$ cat src/rtl/audio_pkg.sv
// Shared constants and types for the audio gain stage.
package audio_pkg;

  localparam int unsigned DATA_W_DEF = 16;
  localparam int unsigned GAIN_W_DEF = 16;

  localparam logic [15:0] UNITY_GAIN = 16'h8000;

  localparam int SAT_MAX = (2 ** (DATA_W_DEF - 1)) - 1;
  localparam int SAT_MIN = -(2 ** (DATA_W_DEF - 1));

  typedef enum logic {
    HOLD,
    RAMP
  } gain_state_t;

endpackage

$ cat src/rtl/audio_gain_stage_if.sv
// Valid/ready sample stream; master drives data/valid, slave drives ready.
interface audio_gain_stage_if
  import audio_pkg::*;
#(
  parameter int unsigned DATA_W = DATA_W_DEF
);

  logic [DATA_W-1:0] data;
  logic              valid;
  logic              ready;

  modport master (output data, output valid, input ready);
  modport slave  (input data, input valid, output ready);

endinterface

$ cat src/rtl/audio_gain_ramp.sv
// Target register, mute override and slew-limited gain ramp.
module audio_gain_ramp
  import audio_pkg::*;
#(
  parameter int unsigned GAIN_W    = GAIN_W_DEF,
  parameter int unsigned RAMP_STEP = 16
) (
  input  logic              clk,
  input  logic              rst,
  input  logic              accept,
  input  logic [GAIN_W-1:0] target_gain,
  input  logic              gain_load,
  input  logic              mute,
  output logic [GAIN_W-1:0] cur_gain,
  output logic              ramping
);

  localparam logic [GAIN_W-1:0] STEP = GAIN_W'(RAMP_STEP);

  logic [GAIN_W-1:0] target_reg;
  logic [GAIN_W-1:0] eff_target;
  logic [GAIN_W-1:0] gain_next;
  logic [GAIN_W-1:0] diff;
  logic [GAIN_W-1:0] delta;
  logic              going_up;
  gain_state_t       state;

  always_ff @(posedge clk or posedge rst) begin
    if (rst) begin
      target_reg <= GAIN_W'(UNITY_GAIN);
      cur_gain   <= '0;
    end else begin
      if (gain_load) target_reg <= target_gain;
      cur_gain <= gain_next;
    end
  end

  // State is decoded from cur_gain so that ramping follows mute without a cycle of lag.
  always_comb begin
    eff_target = mute ? '0 : target_reg;
    state      = (cur_gain == eff_target) ? HOLD : RAMP;
    going_up   = eff_target > cur_gain;
    diff       = going_up ? (eff_target - cur_gain) : (cur_gain - eff_target);
    delta      = (diff > STEP) ? STEP : diff;
    gain_next  = cur_gain;
    ramping    = 1'b0;
    unique case (state)
      HOLD: ramping = 1'b0;
      RAMP: begin
        ramping = 1'b1;
        if (accept) gain_next = going_up ? (cur_gain + delta) : (cur_gain - delta);
      end
    endcase
  end

endmodule

$ cat src/rtl/audio_gain_stage.sv
// Two-stage streaming gain: S1 multiplies, S2 rounds, saturates and counts clips.
module audio_gain_stage
  import audio_pkg::*;
#(
  parameter int unsigned DATA_W    = DATA_W_DEF,
  parameter int unsigned GAIN_W    = GAIN_W_DEF,
  parameter int unsigned RAMP_STEP = 16
) (
  input  logic                clk_clk,
  input  logic                reset_reset,
  audio_gain_stage_if.slave   in_bus,
  audio_gain_stage_if.master  out_bus,
  input  logic [GAIN_W-1:0]   target_gain,
  input  logic                gain_load,
  input  logic                mute,
  output logic [GAIN_W-1:0]   cur_gain,
  output logic                ramping,
  output logic [15:0]         clip_count,
  input  logic                clip_clear
);

  localparam int unsigned PROD_W = DATA_W + GAIN_W + 1;
  localparam logic signed [PROD_W-1:0] ROUND_ADD = PROD_W'(1) <<< (GAIN_W - 2);
  localparam logic signed [PROD_W-1:0] SAT_HI    = PROD_W'(SAT_MAX);
  localparam logic signed [PROD_W-1:0] SAT_LO    = PROD_W'(SAT_MIN);

  logic                     s1_valid;
  logic                     s2_valid;
  logic                     s1_adv;
  logic                     accept;
  logic                     clip;
  logic signed [PROD_W-1:0] s1_prod;
  logic signed [PROD_W-1:0] prod;
  logic signed [PROD_W-1:0] rounded;
  logic [DATA_W-1:0]        s2_data;
  logic [DATA_W-1:0]        sat_data;

  assign s1_adv        = !s2_valid | out_bus.ready;
  assign in_bus.ready  = !s1_valid | s1_adv;
  assign accept        = in_bus.valid & in_bus.ready;
  assign out_bus.valid = s2_valid;
  assign out_bus.data  = s2_data;

  audio_gain_ramp #(
    .GAIN_W    (GAIN_W),
    .RAMP_STEP (RAMP_STEP)
  ) u_ramp (
    .clk         (clk_clk),
    .rst         (reset_reset),
    .accept      (accept),
    .target_gain (target_gain),
    .gain_load   (gain_load),
    .mute        (mute),
    .cur_gain    (cur_gain),
    .ramping     (ramping)
  );

  // Gain is unsigned, so it is zero-extended before the signed multiply.
  always_comb begin
    prod     = PROD_W'($signed(in_bus.data)) * PROD_W'($signed({1'b0, cur_gain}));
    rounded  = (s1_prod + ROUND_ADD) >>> (GAIN_W - 1);
    clip     = 1'b0;
    sat_data = rounded[DATA_W-1:0];
    if (rounded > SAT_HI) begin
      clip     = 1'b1;
      sat_data = SAT_HI[DATA_W-1:0];
    end else if (rounded < SAT_LO) begin
      clip     = 1'b1;
      sat_data = SAT_LO[DATA_W-1:0];
    end
  end

  always_ff @(posedge clk_clk or posedge reset_reset) begin
    if (reset_reset) begin
      s1_valid   <= 1'b0;
      s1_prod    <= '0;
      s2_valid   <= 1'b0;
      s2_data    <= '0;
      clip_count <= '0;
    end else begin
      if (in_bus.ready) begin
        s1_valid <= in_bus.valid;
        if (accept) s1_prod <= prod;
      end
      if (s1_adv) begin
        s2_valid <= s1_valid;
        if (s1_valid) s2_data <= sat_data;
      end
      if (clip_clear) begin
        clip_count <= '0;
      end else if (s1_adv && s1_valid && clip && !(&clip_count)) begin
        clip_count <= clip_count + 16'd1;
      end
    end
  end

endmodule

$ cat src/flat_wrapper.sv
// flat-port wrapper written by rule: the top's interface ports become plain ports
module audio_gain_stage_flat import audio_pkg::*;
#(
  parameter int unsigned DATA_W    = DATA_W_DEF,
  parameter int unsigned GAIN_W    = GAIN_W_DEF,
  parameter int unsigned RAMP_STEP = 16
)
  (clk_clk, reset_reset, target_gain, gain_load, mute, cur_gain, ramping, clip_count, clip_clear, in_bus_data, in_bus_valid, in_bus_ready, out_bus_data, out_bus_valid, out_bus_ready);
  audio_gain_stage_if #(.DATA_W(DATA_W)) in_bus_i ();
  audio_gain_stage_if #(.DATA_W(DATA_W)) out_bus_i ();
  input  logic clk_clk;
  input  logic reset_reset;
  input  logic [GAIN_W-1:0] target_gain;
  input  logic gain_load;
  input  logic mute;
  output logic [GAIN_W-1:0] cur_gain;
  output logic ramping;
  output logic [15:0] clip_count;
  input  logic clip_clear;
  input wire logic [$bits(in_bus_i.data)-1:0] in_bus_data;
  input wire logic [$bits(in_bus_i.valid)-1:0] in_bus_valid;
  output wire logic [$bits(in_bus_i.ready)-1:0] in_bus_ready;
  output wire logic [$bits(out_bus_i.data)-1:0] out_bus_data;
  output wire logic [$bits(out_bus_i.valid)-1:0] out_bus_valid;
  input wire logic [$bits(out_bus_i.ready)-1:0] out_bus_ready;
  assign in_bus_i.data = in_bus_data;
  assign in_bus_i.valid = in_bus_valid;
  assign in_bus_ready = in_bus_i.ready;
  assign out_bus_data = out_bus_i.data;
  assign out_bus_valid = out_bus_i.valid;
  assign out_bus_i.ready = out_bus_ready;
  audio_gain_stage #(.DATA_W(DATA_W), .GAIN_W(GAIN_W), .RAMP_STEP(RAMP_STEP)) u_core (.clk_clk(clk_clk), .reset_reset(reset_reset), .in_bus(in_bus_i), .out_bus(out_bus_i), .target_gain(target_gain), .gain_load(gain_load), .mute(mute), .cur_gain(cur_gain), .ramping(ramping), .clip_count(clip_count), .clip_clear(clip_clear));
endmodule
$ cat config.mk
export PLATFORM = sky130hd
export DESIGN_NAME = audio_gain_stage_flat
export DESIGN_NICKNAME = d
export VERILOG_FILES = /design/src/rtl/audio_pkg.sv /design/src/rtl/audio_gain_stage_if.sv /design/src/rtl/audio_gain_ramp.sv /design/src/rtl/audio_gain_stage.sv /design/src/flat_wrapper.sv
export SDC_FILE = /design/constraint.sdc
export NUM_CORES = 1
export LEC_CHECK = 0
export BUFFER_PORTS_ARGS = -buffer_cell sky130_fd_sc_hd__buf_2
export CAP_MARGIN = 20
export CORE_UTILIZATION = 50
export CTS_CLUSTER_DIAMETER = 30
export DETAILED_ROUTE_END_ITERATION = 16
export PLACE_DENSITY = 0.75
export REMOVE_ABC_BUFFERS = 1
export SKIP_LAST_GASP = 1
export SLEW_MARGIN = 20
export SYNTH_ARGS = -nofsm -noshare
export SYNTH_HDL_FRONTEND = slang
export SYNTH_SLANG_ARGS = --single-unit
export TNS_END_PERCENT = 1
$ cat constraint.sdc
create_clock -name clk_clk -period 6.28 [get_ports clk_clk]
set_input_delay 0 -clock clk_clk [delete_from_list [all_inputs] [get_ports clk_clk]]
set_output_delay 0 -clock clk_clk [all_outputs]
set_load 0.01 [all_outputs]
Yosys cells after proc, flatten, opt, wreduce, memory -nomap -nowiden --
Index checks and enable logic that the tools add are counted.
Word-level totals: register bits 99, input port bits 39, word-level logic and storage cells 46
Operators by class: add/subtract/negate cells 6, multipliers 1, magnitude comparators 4, eq/ne operators 1, muxes and demuxes 12, bitwise logic cells 4, reductions and logical operators 11
Operators with widths (count):
- $mux 16 | 8
- $sub 16x16->16 | 3
- $add 33x16->33 const B | 1
- $mul 16x17->33 | 1
- $gt 18x16->1 const B | 1
- $lt 18x16->1 const B | 1
- $add 16x1->16 const B | 1
- $add 16x16->16 | 1
- $eq 16x16->1 | 1
- $gt 16x16->1 | 1
- $gt 16x5->1 const B | 1
- $reduce_and 16->1 | 1
- $reduce_and 2->1 | 3
- $logic_and 1x1->1 | 3
- $logic_not 1->1 | 3
- $mux 1 | 3
- $or 1x1->1 | 2
- $pmux 1 s2 | 1
- $reduce_bool 2->1 | 1
- $and 1x1->1 | 1
- $not 1->1 | 1

Longest topological paths before layout --
depth after elaboration 8, mapped depth 36, depth with buffers taken out 31

Hierarchy --
A second synthesis with hierarchy kept.
Second synthesis, totals: cell total of the unflattened synthesis 1811, area total of the unflattened synthesis 15458.6 sq um
By module, submodules not included:
- audio_gain_stage | instances 1, cells each 1317, area an instance 11491.0 sq um
- audio_gain_ramp | instances 1, cells each 494, area an instance 3967.6 sq um

Worst setup path before layout --
OpenSTA, ideal clock, no wires.
path kind reg-to-reg, start point register u_core.u_ramp.cur_gain[13], end point register u_core.u_ramp.cur_gain[14], data arrival time 6589 ps, required time 6160 ps, path slack -429 ps, cell stages (with the launch flop) 36, buffers on the path 5, clock period less this slack 6709 ps, cell sequence dfrtp_1 -> clkbuf_1 -> clkbuf_1 -> inv_1 -> ha_1 -> nand4_1 -> nor4_4 -> inv_2 -> nand2_2 -> o31ai_4 -> buf_4 -> buf_2 -> nor2_1 -> mux2i_1 -> a31oi_1 -> nand4_1 -> clkbuf_1 -> nor2_1 -> nand2_1 -> or2_1 -> ha_1 -> and3_1 -> o211a_1 -> nor2_1 -> ha_1 -> nor2b_1 -> o21ai_0 -> a21boi_0 -> o21ai_0 -> a21oi_1 -> o21ai_0 -> a21boi_0 -> o31ai_1 -> a2111oi_0 -> or3_1 -> a31o_2
On the way: longest elaborated chain between the ends 6, elaborated cells between the ends (all ways) 12, those cells by class add/sub: 4; order compare: 2; eq/ne: 1; mux: 3; bitwise: 1; reduce/logical: 1
RTL lines:
- start: declaration | RTL line audio_gain_ramp.sv:14 | output logic [GAIN_W-1:0] cur_gain,
- start signal: assignment | RTL line audio_gain_ramp.sv:34 | cur_gain <= gain_next;
- $sub 16x16->16 or $gt 16x16->1 (tied branches) | RTL line audio_gain_ramp.sv:43, audio_gain_ramp.sv:42
- $mux 16 | RTL line audio_gain_ramp.sv:43 | diff = going_up ? (eff_target - cur_gain) : (cur_gain - eff_target);
- $gt 16x5->1 | RTL line audio_gain_ramp.sv:44 | delta = (diff > STEP) ? STEP : diff;
- $mux 16 | RTL line audio_gain_ramp.sv:44
- $sub 16x16->16 or $add 16x16->16 (tied branches) | RTL line audio_gain_ramp.sv:51 | if (accept) gain_next = going_up ? (cur_gain + delta) : (cur_gain - delta);
- $mux 16 | RTL line audio_gain_ramp.sv:51
Parallel ways exist; a longest one is shown, timed or not. A chain may end at the register's enable or synchronous reset.

Final worst setup path --
start point register u_core.u_ramp.cur_gain[11], end point register u_core.s1_prod[23]
On the way: longest elaborated chain between the ends 1
RTL lines:
- $mul 16x17->33 | RTL line audio_gain_stage.sv:60 | prod = PROD_W'($signed(in_bus.data)) * PROD_W'($signed({1'b0, cur_gain}));
- end signal: assignment | RTL line audio_gain_stage.sv:83 | if (accept) s1_prod <= prod;
- end: declaration | RTL line audio_gain_stage.sv:32 | logic signed [PROD_W-1:0] s1_prod;
Every way passes these cells.

==> flow_results.org <==
** Clocking
- For the worst-skew pair, the clock arrives at the later sink with an insertion delay of 360 ps.
- Maximum level of the CTS H-tree :: 3
- Clock tree synthesis found a total of 85 sinks.
- Buffer type at the clock tree root :: sky130_fd_sc_hd__clkbuf_16
- No sink is reached through more buffers than the 2 on the longest clock path.
- Number of clock buffers inserted by TritonCTS :: 9
- Clock input transition at the sequential cells of the worst setup and hold paths :: 80 ps
- TritonCTS built the clock tree.

** Worst setup path
- Data arrives at the worst endpoint at 6300 ps.
- WP buf/inv :: 5
- In this design, the stage delay of the slowest critical-path cell is 560 ps.
- Largest fanout of any net on the critical path :: 8
- Top cell family by delay on the critical path :: adder cells
- STA classifies the critical path endpoint as a flop.
- Data on the critical path is required at its endpoint by 6500 ps.
- In this design, the critical path's most frequently occurring cell is sky130_fd_sc_hd__fa_1.
- Slowest cell on the critical path :: sky130_fd_sc_hd__fa_1
- The worst setup path is launched from a flop.
- Critical path class :: reg -> reg
- Cell chain of the critical path :: buf_6, buf_4, nand2_1, fa_1, inv_1, fa_1, fa_1, fa_1, inv_1, fa_1, inv_1, fa_1, ha_1, a21oi_1, o211ai_1, a21oi_2, nor2_2, o21ai_0, nand2b_1, a21oi_2, o21ai_0, a21oi_1, xor2_1, o21ai_0

** Route
- The detailed router finished its first iteration with 729 violations.
- Wirelength per Cell :: 16.7 um
- After detailed routing, the number of remaining DRC violations is 0.
- Vias after detailed routing :: 12,500
- Using the TritonRoute via totals, the vias-per-cell ratio works out to 5.43.
- The first detailed-routing pass took 5 iterations.
- In this run the remaining antenna-violating nets after routing total 0.
- Total detailed-routing wirelength :: 38,500 um

** Global routing
- Entering global routing, the biggest net connects 53 pins.
- After global routing the overflow that remains totals 0.
- Global-route total usage across every layer :: 25.9%
- First-pass GRT wire length :: 62,400 um
- The number of antenna violations at the first check in global routing is 0.
- The number of global-route vias before repair is 12,900.

** Synthesis
- The biggest area contributor in the post-synthesis netlist is sky130_fd_sc_hd__fa_1.
- Yosys reg bits :: 85
- Cell count after synthesis :: 1,689
- Warnings, synthesis :: 0
- Most used standard cell by instance count after synthesis :: sky130_fd_sc_hd__inv_1
- The most used flip-flop cell after synthesis is sky130_fd_sc_hd__dfrtp_1.
- Cell variety after synth :: 71
- The share of the Yosys chip area taken by registers is 14.5%.
- In the synthesized netlist, the cells that appear most often are 284 x sky130_fd_sc_hd__inv_1, 215 x sky130_fd_sc_hd__nand2_1, 196 x sky130_fd_sc_hd__fa_1.
- Largest cells by area after synthesis :: sky130_fd_sc_hd__fa_1 27%, sky130_fd_sc_hd__ha_1 14%, sky130_fd_sc_hd__dfrtp_1 14%
- Each instance of the synthesized netlist takes up on average 8.70 sq um.
- Counting flops with a built-in enable in the synthesized netlist gives 0.
- Share of synthesized registers carrying an async set or reset :: 100%
- The synthesized netlist occupies a cell area of 14,700 sq um.
- The top cell type by area accounts for 26.7% of the synthesized area.

** Timing
- Achievable clock frequency :: 164 MHz
- Number of hold violations in the final report :: 0
- In this run the tightest slew margin relative to its limit is 41.2%.
- Fraction of the cycle the final worst path needs :: 96.8%
- Unrepaired setup endpoints after global routing :: true
- The final-report max-slew violation count was 0.
- Transition at the pin with the smallest max-transition slack :: 882 ps
- After layout, the minimum clock period comes to 6080 ps.
- Setup violators final :: 0
- Clock Skews :: 18.0 ps

** Final layout
- Area growth syn-to-layout :: 19.9%
- Largest register FFs :: 19
- Antenna cell count :: 0
- Register ranked first by flip-flop count :: u_core.s1_prod
- Final-stage net count :: 2,324
- In the final layout, the share of cells above drive strength 1 is 20.0%.
- The finished layout holds 2,308 standard cells, fillers aside.

** Floorplan
- DIE HEIGHT :: 173 um
- In this run the count of I/O pins placed on the die edge is 90.
- The die covers 30,100 sq um.
- Number of rows in the core area :: 62
- Placeable core region :: 28,800 sq um
- Starting Density :: 51.1%
- Die boundary width :: 173 um

** Hold path
- In this run the worst hold path is classified as in -> reg.

** Placement
- Count of buffers inserted at the top-level ports :: 89
- Final GP Congestion :: 0.913
- HPWL after DPL :: 30,400 um
- Placed cell count :: 2,255

** Flow run
- Number of maximum-capacitance violations :: 0

** Outcome
- Status :: finished, final reports clean
-- routing by layer --
metal  vias to the layer above  global-route usage, %  part of all wire, %
li1                       5867                      -                    -
met1                      6211                   33.1                   42
met2                       360                   45.0                   50
met3                        84                   3.36                  5.1
met4                         0                   9.00                  3.0
met5                         -                      0                    0
-- worst reg2reg max path, cell delays in order, from the launching register on --
cell	delay, ps
sky130_fd_sc_hd__dfrtp_1	360
sky130_fd_sc_hd__buf_6	160
sky130_fd_sc_hd__buf_4	130
sky130_fd_sc_hd__nand2_1	70
sky130_fd_sc_hd__fa_1	530
sky130_fd_sc_hd__inv_1	50
sky130_fd_sc_hd__fa_1	560
sky130_fd_sc_hd__fa_1	450
sky130_fd_sc_hd__fa_1	550
sky130_fd_sc_hd__inv_1	50
sky130_fd_sc_hd__fa_1	470
sky130_fd_sc_hd__inv_1	50
sky130_fd_sc_hd__fa_1	450
sky130_fd_sc_hd__ha_1	350
sky130_fd_sc_hd__a21oi_1	180
sky130_fd_sc_hd__o211ai_1	130
sky130_fd_sc_hd__a21oi_2	180
sky130_fd_sc_hd__nor2_2	70
sky130_fd_sc_hd__o21ai_0	210
sky130_fd_sc_hd__nand2b_1	140
sky130_fd_sc_hd__a21oi_2	170
sky130_fd_sc_hd__o21ai_0	160
sky130_fd_sc_hd__a21oi_1	210
sky130_fd_sc_hd__xor2_1	190
sky130_fd_sc_hd__o21ai_0	90
-- kinds of logic (layout without fill, tap and decap cells) --
family,count (synthesis),in the layout,share of synthesized area (%)
AND/OR/NAND/NOR,553,553,18.6
adder cells (fa/ha/maj),365,365,41.1
buffers and inverters,356,591,9.21
AO/OA/AOI/OAI,234,234,10.5
flip-flops,85,85,14.5
XOR/XNOR,70,70,4.22
multiplexers,26,26,1.94
-- path summary, 6_finish.rpt --
kind	startpoint	end	slack, ps	depth (start not counted)
worst min register to register	u_core.out_bus.data[15]	u_core.out_bus.data[15]	480	2
worst max-delay path	u_core.u_ramp.cur_gain[11]	u_core.s1_prod[23]	200	24
worst max register to register	u_core.u_ramp.cur_gain[11]	u_core.s1_prod[23]	200	24
min in group asynchronous	reset_reset	u_core.s1_valid	270	3
worst min-delay path	gain_load	u_core.u_ramp.target_reg[0]	170	2
max in group asynchronous	reset_reset	u_core.out_bus.data[1]	4900	4
-- metrics by stage --
stage	instance area, sq um	hold slack [ps]	util (%)	TNS [ps]	setup WS (ps)
3_3_place_gp	16600	116	57.6	-553	-183
3_5_place_dp	16600	124	57.7	-1140	-324
2_1_floorplan	14400	63.1	-	-1590	-683
5_1_grt	17600	187	61.2	-495	-104
6_report	17600	170	61.2	0	199
4_1_cts	17200	172	59.7	-59.7	-34.3
-- cell usage in the layout, fill, tap and decap left out, types with 25 or more instances in the layout --
cell | synthesis | final
sky130_fd_sc_hd__xor2_1 | 33 | 33
sky130_fd_sc_hd__inv_1 | 284 | 281
sky130_fd_sc_hd__nor2_1 | 74 | 71
sky130_fd_sc_hd__dfrtp_1 | 84 | 83
sky130_fd_sc_hd__and2_1 | 114 | 114
sky130_fd_sc_hd__ha_1 | 169 | 158
sky130_fd_sc_hd__nand2_1 | 215 | 211
sky130_fd_sc_hd__o21ai_0 | 71 | 61
sky130_fd_sc_hd__a21oi_1 | 46 | 35
sky130_fd_sc_hd__buf_4 | 1 | 167
sky130_fd_sc_hd__nand2b_1 | 25 | 25
sky130_fd_sc_hd__fa_1 | 196 | 194
sky130_fd_sc_hd__xnor2_1 | 36 | 36
sky130_fd_sc_hd__nand3_1 | 32 | 30
sky130_fd_sc_hd__buf_2 | 11 | 89
-- final cells by class --
| type | instances | area [sq um] |
|---|---|---|
| multi-input cells | 1248 | 11500 |
| fillers | 2401 | 11200 |
| flip-flops and latches | 85 | 2130 |
| repair buffers | 291 | 2090 |
| inverters | 285 | 1070 |
| well taps | 384 | 480 |
| clock buffers | 10 | 239 |
| clock inverters | 5 | 83.8 |
-- timing repair --
item,in CTS,in global routing
endpoints found under the setup margin,7,11
hold endpoints to repair,53,0
hold buffers,20,0
buffers inserted,0,19
pin swaps,6,49
gates resized for setup,21,71
Power is left out: the tool's default activity adds up to more than one toggle a clock period on the data nets, which glitch-free logic cannot reach.
